==> src/rtl/kmouse_pkg.sv <==
// Shared types and constants for the Kempston mouse register-bank update scheduler.
package kmouse_pkg;

  typedef enum logic [1:0] {IDLE, SETUP, STROBE, HOLD} state_e;
  typedef enum logic [1:0] {TGT_KEY = 2'd0, TGT_X = 2'd1, TGT_Y = 2'd2} tgt_e;

  localparam logic [15:0] PORT_KEY = 16'hFADF;
  localparam logic [15:0] PORT_X   = 16'hFBDF;
  localparam logic [15:0] PORT_Y   = 16'hFFDF;

  localparam int BTN_L     = 0;
  localparam int BTN_R     = 1;
  localparam int BTN_M     = 2;
  localparam int RSVD      = 3;
  localparam int WHEEL_LSB = 4;

  localparam logic [7:0] KEY_IDLE = 8'hFF;

  // Buttons are active low on the bus; the reserved bit stays high.
  function automatic logic [7:0] key_byte(input logic [3:0] wz, input logic [2:0] btn);
    logic [7:0] k;
    k                  = KEY_IDLE;
    k[WHEEL_LSB +: 4]  = wz;
    k[BTN_L]           = ~btn[0];
    k[BTN_R]           = ~btn[1];
    k[BTN_M]           = ~btn[2];
    return k;
  endfunction

endpackage

==> src/rtl/kmouse_sync.sv <==
// Async-reset multi-flop synchronizer for the Z80 bus-busy indication.
module kmouse_sync #(
  parameter int STAGES = 2
) (
  input  logic clk_i,
  input  logic rst_n_i,
  input  logic d_i,
  output logic q_o
);

  logic [STAGES-1:0] ff_q;

  always_ff @(posedge clk_i or negedge rst_n_i) begin
    if (!rst_n_i) ff_q <= '0;
    else          ff_q <= {ff_q[STAGES-2:0], d_i};
  end

  assign q_o = ff_q[STAGES-1];

endmodule

==> src/rtl/kmouse_update_scheduler.sv <==
// Accumulates mouse packets and writes changed X/Y/key registers with setup/strobe/hold timing.
// Wheel support is compiled in when KMOUSE_WHEEL_EN is defined.
module kmouse_update_scheduler
  import kmouse_pkg::*;
#(
  parameter int SETUP_CYCLES  = 2,
  parameter int STROBE_CYCLES = 2,
  parameter int HOLD_CYCLES   = 2,
  parameter int SYNC_STAGES   = 2
) (
  input  logic       clk_i,
  input  logic       rst_n_i,
  input  logic       pkt_valid_i,
  output logic       pkt_ready_o,
  input  logic [8:0] pkt_dx_i,
  input  logic [8:0] pkt_dy_i,
  input  logic [2:0] pkt_btn_i,
  input  logic [3:0] pkt_dz_i,
  input  logic       bus_busy_i,
  output logic [7:0] do_o,
  output logic       mx_o,
  output logic       my_o,
  output logic       mkey_o
);

  localparam logic [3:0] SETUP_LAST  = 4'(SETUP_CYCLES - 1);
  localparam logic [3:0] STROBE_LAST = 4'(STROBE_CYCLES - 1);
  localparam logic [3:0] HOLD_LAST   = 4'(HOLD_CYCLES - 1);

  state_e     state_q, state_d;
  tgt_e       tgt_q, tgt_d;
  logic [3:0] cnt_q, cnt_d;
  logic [7:0] x_q, x_d, y_q, y_d, do_q, do_d;
  logic [2:0] btn_q, btn_d, dirty_q, dirty_d, stb_q, stb_d;
  logic [3:0] wz_cur;
  logic       busy_s, accept, dk;
  logic       unused_sign;

  kmouse_sync #(.STAGES(SYNC_STAGES)) u_sync (
    .clk_i  (clk_i),
    .rst_n_i(rst_n_i),
    .d_i    (bus_busy_i),
    .q_o    (busy_s)
  );

  // Only the low byte of each delta matters: accumulation is modulo 256.
  assign unused_sign = pkt_dx_i[8] ^ pkt_dy_i[8];

  assign pkt_ready_o = (state_q == IDLE) && (dirty_q == 3'b000);
  assign accept      = pkt_valid_i && pkt_ready_o;

`ifdef KMOUSE_WHEEL_EN
  logic [3:0] wz_q, wz_d;

  always_ff @(posedge clk_i or negedge rst_n_i) begin
    if (!rst_n_i) wz_q <= '0;
    else          wz_q <= wz_d;
  end

  always_comb begin
    wz_d = wz_q;
    if (accept) wz_d = wz_q + pkt_dz_i;
  end

  assign wz_cur = wz_q;
  assign dk     = (pkt_btn_i != btn_q) || (pkt_dz_i != 4'd0);
`else
  logic unused_dz;
  assign unused_dz = ^pkt_dz_i;
  assign wz_cur    = 4'hF;
  assign dk        = (pkt_btn_i != btn_q);
`endif

  always_comb begin
    state_d = state_q;
    tgt_d   = tgt_q;
    cnt_d   = cnt_q;
    x_d     = x_q;
    y_d     = y_q;
    btn_d   = btn_q;
    dirty_d = dirty_q;
    do_d    = do_q;
    stb_d   = stb_q;

    // accept only happens in IDLE with nothing dirty, so it never overlaps a write
    if (accept) begin
      x_d            = x_q + pkt_dx_i[7:0];
      y_d            = y_q + pkt_dy_i[7:0];
      btn_d          = pkt_btn_i;
      dirty_d[TGT_X]   = (pkt_dx_i[7:0] != 8'd0);
      dirty_d[TGT_Y]   = (pkt_dy_i[7:0] != 8'd0);
      dirty_d[TGT_KEY] = dk;
    end

    case (state_q)
      IDLE: begin
        if ((dirty_q != 3'b000) && !busy_s) begin
          if (dirty_q[TGT_KEY]) begin
            tgt_d            = TGT_KEY;
            do_d             = key_byte(wz_cur, btn_q);
            dirty_d[TGT_KEY] = 1'b0;
          end else if (dirty_q[TGT_X]) begin
            tgt_d          = TGT_X;
            do_d           = x_q;
            dirty_d[TGT_X] = 1'b0;
          end else begin
            tgt_d          = TGT_Y;
            do_d           = y_q;
            dirty_d[TGT_Y] = 1'b0;
          end
          cnt_d   = '0;
          state_d = SETUP;
        end
      end
      SETUP: begin
        if (cnt_q == SETUP_LAST) begin
          cnt_d   = '0;
          stb_d   = 3'b001 << tgt_q;
          state_d = STROBE;
        end else cnt_d = cnt_q + 4'd1;
      end
      STROBE: begin
        if (cnt_q == STROBE_LAST) begin
          cnt_d   = '0;
          stb_d   = '0;
          state_d = HOLD;
        end else cnt_d = cnt_q + 4'd1;
      end
      HOLD: begin
        if (cnt_q == HOLD_LAST) begin
          cnt_d   = '0;
          state_d = IDLE;
        end else cnt_d = cnt_q + 4'd1;
      end
      default: state_d = IDLE;
    endcase
  end

  // All dirty after reset so the bank is rewritten with the reset values.
  always_ff @(posedge clk_i or negedge rst_n_i) begin
    if (!rst_n_i) begin
      state_q <= IDLE;
      tgt_q   <= TGT_KEY;
      cnt_q   <= '0;
      x_q     <= '0;
      y_q     <= '0;
      btn_q   <= '0;
      dirty_q <= 3'b111;
      do_q    <= '0;
      stb_q   <= '0;
    end else begin
      state_q <= state_d;
      tgt_q   <= tgt_d;
      cnt_q   <= cnt_d;
      x_q     <= x_d;
      y_q     <= y_d;
      btn_q   <= btn_d;
      dirty_q <= dirty_d;
      do_q    <= do_d;
      stb_q   <= stb_d;
    end
  end

  assign do_o   = do_q;
  assign mkey_o = stb_q[TGT_KEY];
  assign mx_o   = stb_q[TGT_X];
  assign my_o   = stb_q[TGT_Y];

endmodule

==> config.mk <==
export PLATFORM = sky130hd
export DESIGN_NAME = kmouse_update_scheduler
export DESIGN_NICKNAME = d
export VERILOG_FILES = /design/src/rtl/kmouse_pkg.sv /design/src/rtl/kmouse_sync.sv /design/src/rtl/kmouse_update_scheduler.sv
export SDC_FILE = /design/constraint.sdc
export NUM_CORES = 1
export LEC_CHECK = 0
export ABC_CLOCK_PERIOD_IN_PS = 2200
export BUFFER_PORTS_ARGS = -buffer_cell sky130_fd_sc_hd__buf_4
export CORE_MARGIN = 2
export CORE_UTILIZATION = 35
export DETAILED_ROUTE_END_ITERATION = 12
export REMOVE_ABC_BUFFERS = 1
export SLEW_MARGIN = 10
export SYNTH_ARGS = -nofsm -noshare
export SYNTH_HDL_FRONTEND = slang
export SYNTH_SLANG_ARGS = --single-unit
==> constraint.sdc <==
create_clock -name clk_i -period 2.2 [get_ports clk_i]
set_input_delay 0.22 -clock clk_i [delete_from_list [all_inputs] [get_ports clk_i]]
set_output_delay 0.22 -clock clk_i [all_outputs]
set_load 0.03 [all_outputs]
==> metrics.cfg <==
[outcome]
outcome = completed

[min_path]
whs_endpoint = u_sync.ff_q[0]$_DFF_PN0_
hold_path.startpoint = bus_busy_i
whs_path_depth = 1
hp-class = in -> reg

[cells_and_area]
fin_util_pct = 43.6
fin_nets = 343
drive_above_1_share_pct = 22.3
layout_commonest_cell = dfrtp_1
syn_to_final_growth_pct = 18.6
layout_common_cells = dfrtp_1 (40), buf_4 (37), o21ai_0 (30)
fillCellCount = 684
fin_area_um2 = 2990
antenna_cells = 0

[placed_design]
io_buffers = 34
post-dp-hpwl_um = 3690
gp_congestion = 0.772
place_area_um2 = 2880

[critical_path]
critPathMaxFanout = 18
startpoint_type = flop
r2r_cells = 5
critical_path_class = reg -> reg
r2r_start = dirty_q[1]$_DFF_PN1_
cp.arrival_ps = 2060
required_ps = 2370
r2r_slack_ps = 310
worst_r2r_endpoint = do_o[6]$_DFFE_PN0P_
end_kind = flop

[clock_network]
cts_buffers = 5
root_buffer = clkbuf_8
path_clk_slew_ps = 90
ctsResizeCount = 0
htreeDepth = 2
clock_latency_ps = 300
clock_path_buffers = 2
cts_tree = yes
clock-sinks = 43

[route]
drc = 0
drt_first_iter_violations = 101
vias = 1870
first_pass_iters = 4
avgViaCountPerCell = 4.82
wl_um = 4850
drtAntennaViolNets = 0
routedWlPerCell_um = 12.5

[logic_synthesis]
synth_area_per_cell_um2 = 9.90
ys_ff_latch = 43
ys_types = 38
synthesis.area_um2 = 2520
seq_area_frac_synth_pct = 42.8
netlist_instances = 255
yosys_warnings = 0

[die]
core_um2 = 6870
num_rows = 30
die_y_um = 88.9
ios = 41
dieArea_um2 = 7910
die_x_um = 88.9
initial_core_util_pct = 36.8

[timing]
relSlewSlack_pct = 64.1
setup_viol = 0
drv_slew = 0
fin_tns_setup_ps = 0
period_needed_ps = 1890
fmax_mhz = 528
hold_slack_ps = 22.1
fin_crit_sh_pct = 86.1
hold_violations = 0
rsz0062_at_grt = no
tightestPinTransition_ps = 539
finalClockSkew_ps = 7.85

[power_and_ir_drop]
peakVddDrop_v = 0.000404
leakage_nw = 1.33
powerDensity_nw_per_um2 = 1350

[grt]
grt_pass1_vias = 1809
antenna_found_initial = 0
grt_max_degree = 44
track_usage_pct = 13.6
grt_pass1_wl_um = 8340
overflow = 0

[flow_run]
maxCapViolCount = 0

-- per-layer routing --
metal  up-vias  global-route usage (%)  share of wire [%]
met2        25                    23.1                 49
met1       861                    17.5                 46
li1        977                       -                  -
met4         0                    4.48                1.6
met5         -                       0                  0
met3         7                    2.86                3.0
-- logic make-up (layout without fill, tap and decap cells) --
| logic type | count (synthesis) | in the layout | share of synthesized area, % |
|---|---|---|---|
| compound gates | 68 | 68 | 16.3 |
| xor+xnor | 15 | 15 | 5.20 |
| fa+ha+maj | 23 | 23 | 12.0 |
| buf+inv | 18 | 55 | 3.02 |
| flops | 43 | 43 | 42.8 |
| mux | 13 | 13 | 5.80 |
| simple gates | 75 | 75 | 14.9 |
-- worst max-delay path by stage --
stage	start	end	slack [ps]	cells after the start
global route	dirty_q[1]$_DFF_PN1_	do_o[6]$_DFFE_PN0P_	130	5
CTS	dirty_q[1]$_DFF_PN1_	do_o[6]$_DFFE_PN0P_	280	5
global placement	x_q[1]$_DFFE_PN0N_	x_q[7]$_DFFE_PN0N_	310	6
finish	dirty_q[1]$_DFF_PN1_	do_o[6]$_DFFE_PN0P_	310	5
floorplan	state_q[0]$_DFFE_PN0P_	x_q[7]$_DFFE_PN0N_	380	6
detailed placement	x_q[1]$_DFFE_PN0N_	x_q[7]$_DFFE_PN0N_	290	6
-- through the flow --
stage / cells / total power (W) / setup WS, ps
floorplan: 246 / 0.00293 / 380
global placement: 379 / 0.00348 / 308
detailed placement: 379 / 0.00351 / 292
CTS: 388 / 0.00409 / 277
global route: 388 / 0.00444 / 133
finish: 388 / 0.00403 / 306
-- state kept, by name, summed over array words and instances (netlist names) --
register	cells
btn_q	3
cnt_q	4
dirty_q	3
do_o	8
state_q	2
stb_q	3
tgt_q	2
u_sync.ff_q	2
x_q	8
y_q	8
-- power by group --
group | switching (W) | internal, W | total [W]
clock network | 0.000272 | 0.000286 | 0.000557
logic | 0.00104 | 0.000911 | 0.00196
registers | 0.000363 | 0.00116 | 0.00152
total | 0.00168 | 0.00235 | 0.00403
-- what timing repair did --
action | in CTS | in global routing
hold buffers | 1 | 0
setup buffers | 0 | 0
hold endpoints to repair | 40 | 0
-- worst max-delay path: stages (launching register included) --
cell and delay [ps]:
dfstp_2 750, nor3_4 110, nor2_1 130, nand2_1 190
a2111oi_0 520, nor2_1 80
-- layout make-up --
class	instances	area [um2]	area share [%]
sequential	43	1080	36.1
tap	96	120	4.01
clock buffer	7	96.3	3.22
multi-input combinational	194	1370	45.7
inverter	9	33.8	1.13
timing repair buffer	38	288	9.61
clock inverter	1	7.51	0.251
-- Yosys cell counts, drive strengths merged --
master	n	share of area [%]
mux2	13	5.8
a21oi	13	2.6
o21bai	2	0.59
dfstp	3	3.1
inv	9	1.3
nor2b	5	1.2
and2	2	0.50
nor3	5	1.4
clkbuf	7	1.0
nor3b	2	0.59
ha	21	10
nand2b	1	0.25
a21o	2	0.59
and3	1	0.25
or4	4	1.2
xor2	6	2.1
o21a	3	0.89
o21ai	30	5.9
o22ai	1	0.25
nor4	3	0.74
a211oi	3	0.89
nor2	19	2.8
fa	2	1.6
o311ai	1	0.35
o32a	1	0.40
a2111oi	5	1.7
dfrtp	40	40
xnor2	9	3.1
or2	2	0.50
nand2	27	4.0
o31ai	3	0.89
nand3	3	1.1
nand3b	1	0.30
o211ai	4	1.2
buf	2	0.64
No activity file was read; power rests on OpenSTA's default activity.
